## config.mk

```make
export PLATFORM = sky130hd
export DESIGN_NAME = bpu_update_queue_flat
export DESIGN_NICKNAME = d
export VERILOG_FILES = /design/src/rtl/prv664_pkg.sv /design/src/rtl/bpuupd_interface.sv /design/src/rtl/bpu_update_queue_filter.sv /design/src/rtl/bpu_update_queue.sv /design/src/flat_wrapper.sv
export SDC_FILE = /design/constraint.sdc
export NUM_CORES = 1
export LEC_CHECK = 0
export ABC_AREA = 0
export BUFFER_PORTS_ARGS = -buffer_cell sky130_fd_sc_hd__clkbuf_2
export CAP_MARGIN = 20
export CORE_UTILIZATION = 50
export CTS_CLUSTER_SIZE = 14
export DETAILED_ROUTE_END_ITERATION = 10
export PLACE_DENSITY = 0.77
export SYNTH_ARGS = -nofsm -noshare
export SYNTH_HDL_FRONTEND = slang
export SYNTH_HIERARCHICAL = 1
export SYNTH_SLANG_ARGS = --single-unit
```

## constraint.sdc

```tcl
create_clock -name clk_i -period 13.6 [get_ports clk_i]
set_clock_uncertainty 0.1 [all_clocks]
set_input_delay 4.08 -clock clk_i [delete_from_list [all_inputs] [get_ports clk_i]]
set_output_delay 4.08 -clock clk_i [all_outputs]
set_load 0.02 [all_outputs]
```

## src/rtl/prv664_pkg.sv

```systemverilog
// Shared prv664 definitions: address width default and the BPU update entry.
`ifndef XLEN
`define XLEN 32
`endif

package prv664_pkg;

    localparam int unsigned BRTYPE_W = 3;

    // One pending predictor update as held in the update queue.
    typedef struct packed {
        logic [`XLEN-1:0]    pc;
        logic [`XLEN-1:0]    predictedpc;
        logic [BRTYPE_W-1:0] branchtype;
        logic                predictbit;
        logic                alloc;
    } bpu_upd_entry_t;

    // Build a queue entry from a resolved commit.
    function automatic bpu_upd_entry_t make_entry(
        input logic [`XLEN-1:0]    pc,
        input logic [`XLEN-1:0]    target,
        input logic [BRTYPE_W-1:0] btype,
        input logic                taken
    );
        bpu_upd_entry_t e;
        e.pc          = pc;
        e.predictedpc = target;
        e.branchtype  = btype;
        e.predictbit  = taken;
        e.alloc       = taken;
        return e;
    endfunction

endpackage

```

## src/rtl/bpuupd_interface.sv

```systemverilog
// BPU update port bundle; the update queue drives it as master.
interface bpuupd_interface #(
    parameter int unsigned XLEN = `XLEN
);
    logic            valid;
    logic            wr_req;
    logic [XLEN-1:0] wr_pc;
    logic [XLEN-1:0] wr_predictedpc;
    logic [2:0]      wr_branchtype;
    logic            wr_predictbit;

    modport master (
        output valid, wr_req, wr_pc, wr_predictedpc, wr_branchtype, wr_predictbit
    );

    modport slave (
        input valid, wr_req, wr_pc, wr_predictedpc, wr_branchtype, wr_predictbit
    );
endinterface

```

## src/rtl/bpu_update_queue_filter.sv

```systemverilog
// Decides whether a retired branch needs to be written back to the predictor.
module bpuupd_filter #(
    parameter int unsigned XLEN = `XLEN
) (
    input  logic            cmt_valid_i,
    input  logic            cmt_taken_i,
    input  logic            cmt_pred_taken_i,
    input  logic [XLEN-1:0] cmt_target_i,
    input  logic [XLEN-1:0] cmt_pred_pc_i,
    output logic            upd_o
);

    // Update on taken branches, direction mispredicts, or target mispredicts.
    always_comb begin
        upd_o = cmt_valid_i &
                (cmt_taken_i |
                 (cmt_pred_taken_i != cmt_taken_i) |
                 (cmt_taken_i & (cmt_pred_pc_i != cmt_target_i)));
    end

endmodule

```

## src/rtl/bpu_update_queue.sv

```systemverilog
// Decouples commit-time predictor updates from BPU write availability.
// Circular FIFO with youngest-entry coalescing and drop-on-full.
module bpu_update_queue
    import prv664_pkg::*;
#(
    parameter int unsigned DEPTH = 4,
    parameter int unsigned XLEN  = `XLEN
) (
    input  logic                   clk_i,
    input  logic                   arst_n_i,
    input  logic                   cmt_valid_i,
    input  logic [XLEN-1:0]        cmt_pc_i,
    input  logic [XLEN-1:0]        cmt_target_i,
    input  logic [2:0]             cmt_branchtype_i,
    input  logic                   cmt_taken_i,
    input  logic                   cmt_pred_taken_i,
    input  logic [XLEN-1:0]        cmt_pred_pc_i,
    input  logic                   bpu_ready_i,
    bpuupd_interface.master        bpuupd,
    output logic [15:0]            drop_cnt_o,
    output logic [$clog2(DEPTH):0] occupancy_o
);

    localparam int unsigned PTR_W = $clog2(DEPTH);
    localparam logic [PTR_W-1:0] PTR_ONE  = PTR_W'(1);
    localparam logic [PTR_W:0]   CNT_ONE  = (PTR_W + 1)'(1);
    localparam logic [PTR_W:0]   CNT_FULL = (PTR_W + 1)'(DEPTH);

    logic [PTR_W-1:0] head_q, head_d;
    logic [PTR_W-1:0] tail_q, tail_d;
    logic [PTR_W:0]   count_q, count_d;
    logic [15:0]      drop_cnt_q;

    bpu_upd_entry_t   mem_q [DEPTH];

    logic             upd;
    logic             deq;
    logic             coalesce;
    logic             full;
    logic             enq;
    logic             drop;
    logic             wr_en;
    logic [PTR_W-1:0] young_idx;
    logic [PTR_W-1:0] wr_idx;
    bpu_upd_entry_t   new_ent;
    bpu_upd_entry_t   head_ent;

    logic             valid_q, valid_d;
    logic             wr_req_q, wr_req_d;
    logic [XLEN-1:0]  wr_pc_q, wr_pc_d;
    logic [XLEN-1:0]  wr_predictedpc_q, wr_predictedpc_d;
    logic [2:0]       wr_branchtype_q, wr_branchtype_d;
    logic             wr_predictbit_q, wr_predictbit_d;

    bpuupd_filter #(
        .XLEN(XLEN)
    ) u_filter (
        .cmt_valid_i      (cmt_valid_i),
        .cmt_taken_i      (cmt_taken_i),
        .cmt_pred_taken_i (cmt_pred_taken_i),
        .cmt_target_i     (cmt_target_i),
        .cmt_pred_pc_i    (cmt_pred_pc_i),
        .upd_o            (upd)
    );

    // Queue control: dequeue, coalesce, enqueue/drop decisions and next pointers.
    always_comb begin
        new_ent   = make_entry(cmt_pc_i, cmt_target_i, cmt_branchtype_i, cmt_taken_i);
        deq       = valid_q & bpu_ready_i;
        young_idx = tail_q - PTR_ONE;
        full      = (count_q == CNT_FULL);
        // The youngest entry is only leaving this cycle when it is also the head.
        coalesce  = upd && (count_q != '0) && (mem_q[young_idx].pc == cmt_pc_i) &&
                    !(deq && (count_q == CNT_ONE));
        enq       = upd && !coalesce && (!full || deq);
        drop      = upd && !coalesce && full && !deq;
        wr_en     = coalesce | enq;
        wr_idx    = coalesce ? young_idx : tail_q;

        head_d    = deq ? head_q + PTR_ONE : head_q;
        tail_d    = enq ? tail_q + PTR_ONE : tail_q;
        unique case ({enq, deq})
            2'b10:   count_d = count_q + CNT_ONE;
            2'b01:   count_d = count_q - CNT_ONE;
            default: count_d = count_q;
        endcase
    end

    // Next output values from the post-edge head, bypassing a same-cycle write to it.
    always_comb begin
        head_ent         = (wr_en && (wr_idx == head_d)) ? new_ent : mem_q[head_d];
        valid_d          = (count_d != '0);
        wr_req_d         = valid_d & head_ent.alloc;
        wr_pc_d          = valid_d ? head_ent.pc          : '0;
        wr_predictedpc_d = valid_d ? head_ent.predictedpc : '0;
        wr_branchtype_d  = valid_d ? head_ent.branchtype  : '0;
        wr_predictbit_d  = valid_d ? head_ent.predictbit  : 1'b0;
    end

    // Entry storage; contents are only meaningful under the valid/pointer state.
    always_ff @(posedge clk_i) begin
        if (wr_en) begin
            mem_q[wr_idx] <= new_ent;
        end
    end

    // Pointers, occupancy and saturating drop counter.
    always_ff @(posedge clk_i or negedge arst_n_i) begin
        if (!arst_n_i) begin
            head_q     <= '0;
            tail_q     <= '0;
            count_q    <= '0;
            drop_cnt_q <= '0;
        end else begin
            head_q  <= head_d;
            tail_q  <= tail_d;
            count_q <= count_d;
            if (drop && (drop_cnt_q != '1)) begin
                drop_cnt_q <= drop_cnt_q + 16'd1;
            end
        end
    end

    // Registered BPU update port.
    always_ff @(posedge clk_i or negedge arst_n_i) begin
        if (!arst_n_i) begin
            valid_q          <= 1'b0;
            wr_req_q         <= 1'b0;
            wr_pc_q          <= '0;
            wr_predictedpc_q <= '0;
            wr_branchtype_q  <= '0;
            wr_predictbit_q  <= 1'b0;
        end else begin
            valid_q          <= valid_d;
            wr_req_q         <= wr_req_d;
            wr_pc_q          <= wr_pc_d;
            wr_predictedpc_q <= wr_predictedpc_d;
            wr_branchtype_q  <= wr_branchtype_d;
            wr_predictbit_q  <= wr_predictbit_d;
        end
    end

    assign bpuupd.valid          = valid_q;
    assign bpuupd.wr_req         = wr_req_q;
    assign bpuupd.wr_pc          = wr_pc_q;
    assign bpuupd.wr_predictedpc = wr_predictedpc_q;
    assign bpuupd.wr_branchtype  = wr_branchtype_q;
    assign bpuupd.wr_predictbit  = wr_predictbit_q;
    assign drop_cnt_o            = drop_cnt_q;
    assign occupancy_o           = count_q;

endmodule

```

## src/flat_wrapper.sv

```systemverilog
// flat-port wrapper written by rule: the top's interface ports become plain ports
module bpu_update_queue_flat import prv664_pkg::*;
#(
    parameter int unsigned DEPTH = 4,
    parameter int unsigned XLEN  = `XLEN
)
  (clk_i, arst_n_i, cmt_valid_i, cmt_pc_i, cmt_target_i, cmt_branchtype_i, cmt_taken_i, cmt_pred_taken_i, cmt_pred_pc_i, bpu_ready_i, drop_cnt_o, occupancy_o, bpuupd_valid, bpuupd_wr_req, bpuupd_wr_pc, bpuupd_wr_predictedpc, bpuupd_wr_branchtype, bpuupd_wr_predictbit);
  bpuupd_interface #(.XLEN(XLEN)) bpuupd_i ();
  input  logic clk_i;
  input  logic arst_n_i;
  input  logic cmt_valid_i;
  input  logic [XLEN-1:0] cmt_pc_i;
  input  logic [XLEN-1:0] cmt_target_i;
  input  logic [2:0] cmt_branchtype_i;
  input  logic cmt_taken_i;
  input  logic cmt_pred_taken_i;
  input  logic [XLEN-1:0] cmt_pred_pc_i;
  input  logic bpu_ready_i;
  output logic [15:0] drop_cnt_o;
  output logic [$clog2(DEPTH):0] occupancy_o;
  output wire logic [$bits(bpuupd_i.valid)-1:0] bpuupd_valid;
  output wire logic [$bits(bpuupd_i.wr_req)-1:0] bpuupd_wr_req;
  output wire logic [$bits(bpuupd_i.wr_pc)-1:0] bpuupd_wr_pc;
  output wire logic [$bits(bpuupd_i.wr_predictedpc)-1:0] bpuupd_wr_predictedpc;
  output wire logic [$bits(bpuupd_i.wr_branchtype)-1:0] bpuupd_wr_branchtype;
  output wire logic [$bits(bpuupd_i.wr_predictbit)-1:0] bpuupd_wr_predictbit;
  assign bpuupd_valid = bpuupd_i.valid;
  assign bpuupd_wr_req = bpuupd_i.wr_req;
  assign bpuupd_wr_pc = bpuupd_i.wr_pc;
  assign bpuupd_wr_predictedpc = bpuupd_i.wr_predictedpc;
  assign bpuupd_wr_branchtype = bpuupd_i.wr_branchtype;
  assign bpuupd_wr_predictbit = bpuupd_i.wr_predictbit;
  bpu_update_queue #(.DEPTH(DEPTH), .XLEN(XLEN)) u_core (.clk_i(clk_i), .arst_n_i(arst_n_i), .cmt_valid_i(cmt_valid_i), .cmt_pc_i(cmt_pc_i), .cmt_target_i(cmt_target_i), .cmt_branchtype_i(cmt_branchtype_i), .cmt_taken_i(cmt_taken_i), .cmt_pred_taken_i(cmt_pred_taken_i), .cmt_pred_pc_i(cmt_pred_pc_i), .bpu_ready_i(bpu_ready_i), .bpuupd(bpuupd_i), .drop_cnt_o(drop_cnt_o), .occupancy_o(occupancy_o));
endmodule
```

==> impl_metrics.tcl <==
set metrics [dict create \
    status "completed" \
    detailed_place_hpwl_mm 18.8 \
    yosys_warnings 6 \
    required_ps 13840 \
    end_kind "flip-flop" \
    avgSynthCellArea_um2 17.9 \
    htreeDepth 2 \
    tightest_slew_ps 988 \
    netlist_instances 846 \
    synthArstFlopShare_pct 25.3 \
    syn_to_final_growth_pct 17.5 \
    avgRoutedWirePerCell_um 22.1 \
    post_cts_resized 0 \
    slowest_stage "buf_4" \
    std_cell_rows 63 \
    hold_depth 1 \
    dieHeight_um 176 \
    final_util_pct 60.0 \
    path_cells "clkbuf_2 -> o21a_1 -> o221ai_1 -> nor4_1 -> o2111ai_1 -> or4_1 -> o21ai_4 -> nand4_1 -> a32oi_4 -> buf_4 -> nor2_1" \
    viasPerCell 5.68 \
    maxSlewViolCount 0 \
    powerDensity_mw_per_mm2 245 \
    drt_pass1_iterations 5 \
    fin_nets 1132 \
    synth_top_flop_cell "edfxtp_1" \
    clock-sinks 364 \
    finalWirelength_mm 31.8 \
    insertion_delay_ps 520 \
    drive_gt1_share_pct 33.3 \
    first_global_vias 8432 \
    synth_area_mm2 0.0152 \
    drtIter0Drc 510 \
    criticalPathCategory "primary input to flip-flop" \
    start_util_pct 51.0 \
    via_count 8196 \
    dieArea_mm2 0.0310 \
    crit_path_max_fanout 53 \
    grt_usage_pct 20.8 \
    ys_ff_latch 364 \
    grt_setup_unrepaired "false" \
    coreArea_mm2 0.0297 \
    peakVddDrop_uv 139 \
    cts-root-buf "clkbuf_16" \
    max_freq_mhz 128 \
    hold_slack_ps 393 \
    drt.antenna.violating_nets 0 \
    postCtsHoldBufs 0 \
    arrival_ps 8020 \
    hold_path_class "flip-flop to flip-flop" \
    io_pins 194 \
    cts_tree "done" \
    synth_edf_count 272 \
    grt_max_degree 60 \
    n_fill_cell 2213 \
    finalCritPeriodShare_pct 57.2 \
    postCtsSetupBuffers 0 \
    slowest_delay_ps 710 \
    startpoint_type "primary input" \
    leakagePower_nw 6.48 \
    cts_buffer_depth 3 \
    yosysSeqAreaShare_pct 69.0 \
    cap_violations 0 \
    setup_viol_count_final 0 \
    clk_pin_slew_ps 60 \
    gp_congestion 0.851 \
    cts_made_buffers 39 \
    grt_pass1_wl_mm 48.4 \
    relSlewSlack_pct 34.2 \
    die_w_um 176 \
    setup_tns_ps 0 \
    drc 0 \
    portBuffers 161 \
    overflow 0 \
    hold_violations 0 \
    syn_nets 956 \
    reg2reg_depth 10 \
    antenna_found_initial 4 \
    synth_cell_types 45 \
    period_minus_slack_ps 7780 \
]
[kinds of logic (layout without fill, tap and decap cells)]
kind of cell | Yosys count | count (layout) | synth area share, %
flip-flops | 364 | 364 | 69.0
adder cells (fa/ha/maj) | 5 | 5 | 0.413
multiplexers | 183 | 183 | 19.7
AO/OA/AOI/OAI | 21 | 21 | 1.02
other | 0 | 1 | 0
buffers and inverters | 45 | 251 | 1.44
XOR/XNOR | 53 | 53 | 3.06
AND/OR/NAND/NOR | 175 | 175 | 5.34
[layout by cell type (no fill, tap or decap), drive strengths merged, types with 5 or more instances in the layout]
master  instances
clkinv         10
inv             5
nand2          21
nand4          14
dfrtp          92
nand3          12
xor2            9
mux2i          88
nor2           88
and2            5
edfxtp        272
xnor2          44
nor4            5
buf            15
nor3           11
bufinv          5
clkbuf        216
ha              5
mux4           92
a21oi           7
[synthesized netlist by cell type, types with 7 or more instances]
library cell,number,area share (%)
edfxtp_1,272,54
mux4_2,92,14
clkbuf_1,19,0.47
nand3_1,12,0.40
a21oi_1,7,0.23
dfrtp_1,92,15
buf_2,12,0.40
nand2_1,21,0.52
xnor2_1,44,2.5
nor2_1,88,2.2
mux2i_1,88,5.8
xor2_1,9,0.52
nand4_1,14,0.58
nor3_1,11,0.36
[stage by stage]
step	setup WS, ps	area [um2]	cells	total power, mW
3_3_place_gp	5370	16400	1371	3.26
5_1_grt	5710	17800	1443	4.57
3_5_place_dp	5280	16400	1371	3.29
2_1_floorplan	2580	15200	846	2.82
6_report	5820	17800	1443	4.36
4_1_cts	5830	17800	1442	4.40
[worst max-delay path, delay by kind of cell]
family / cells / cell delay [ps]
AOI/OAI and AO/OA: 5 / 1700
and+or+nand+nor: 4 / 1350
buffers and inverters: 2 / 850
[layer usage]
metal	vias to the layer above	track usage [%]	share of wire [%]
met5	-	0	0.053
met4	2	6.63	2.6
met3	59	4.11	5.6
met2	253	34.4	49
met1	4229	28.0	43
li1	3653	-	-
[power breakdown]
part	leakage (nW)	switching, mW	total [mW]	internal, mW
registers	3.59	0.0898	1.56	1.47
logic	2.21	0.970	1.69	0.724
clock network	0.679	0.415	1.10	0.689
[path summary, 6_finish.rpt]
check	endpoint	start	slack (ps)
setup / recovery	u_core/bpuupd.wr_pc[3]	cmt_taken_i	5820
hold / removal	u_core/drop_cnt_o[9]	u_core/drop_cnt_o[9]	390
setup reg to reg	u_core/bpuupd.wr_pc[3]	u_core/tail_q[0]	8420
hold reg to reg	u_core/drop_cnt_o[9]	u_core/drop_cnt_o[9]	390
max in group asynchronous	u_core/tail_q[1]	arst_n_i	8730
min in group asynchronous	u_core/bpuupd.wr_pc[16]	arst_n_i	3440
[registers in the layout, indices dropped and copies added (netlist names), 2 cells and up]
register                      flops
u_core/bpuupd.wr_branchtype       3
u_core/bpuupd.wr_pc              32
u_core/bpuupd.wr_predictedpc     32
u_core/drop_cnt_o                16
u_core/head_q                     2
u_core/mem_q                    272
u_core/occupancy_o                3
u_core/tail_q                     2
[area by class of cell]
type                       count  area [um2]  area share, %
clock buffer                  56        1160           6.52
clock inverter                15         203           1.14
antenna                        1        2.50         0.0140
timing repair buffer         175         913           5.13
multi-input combinational    437        4560           25.6
sequential                   364       10500           58.8
inverter                       5        18.8          0.105
tap                          390         488           2.74
(Power assumes the default switching activity.)
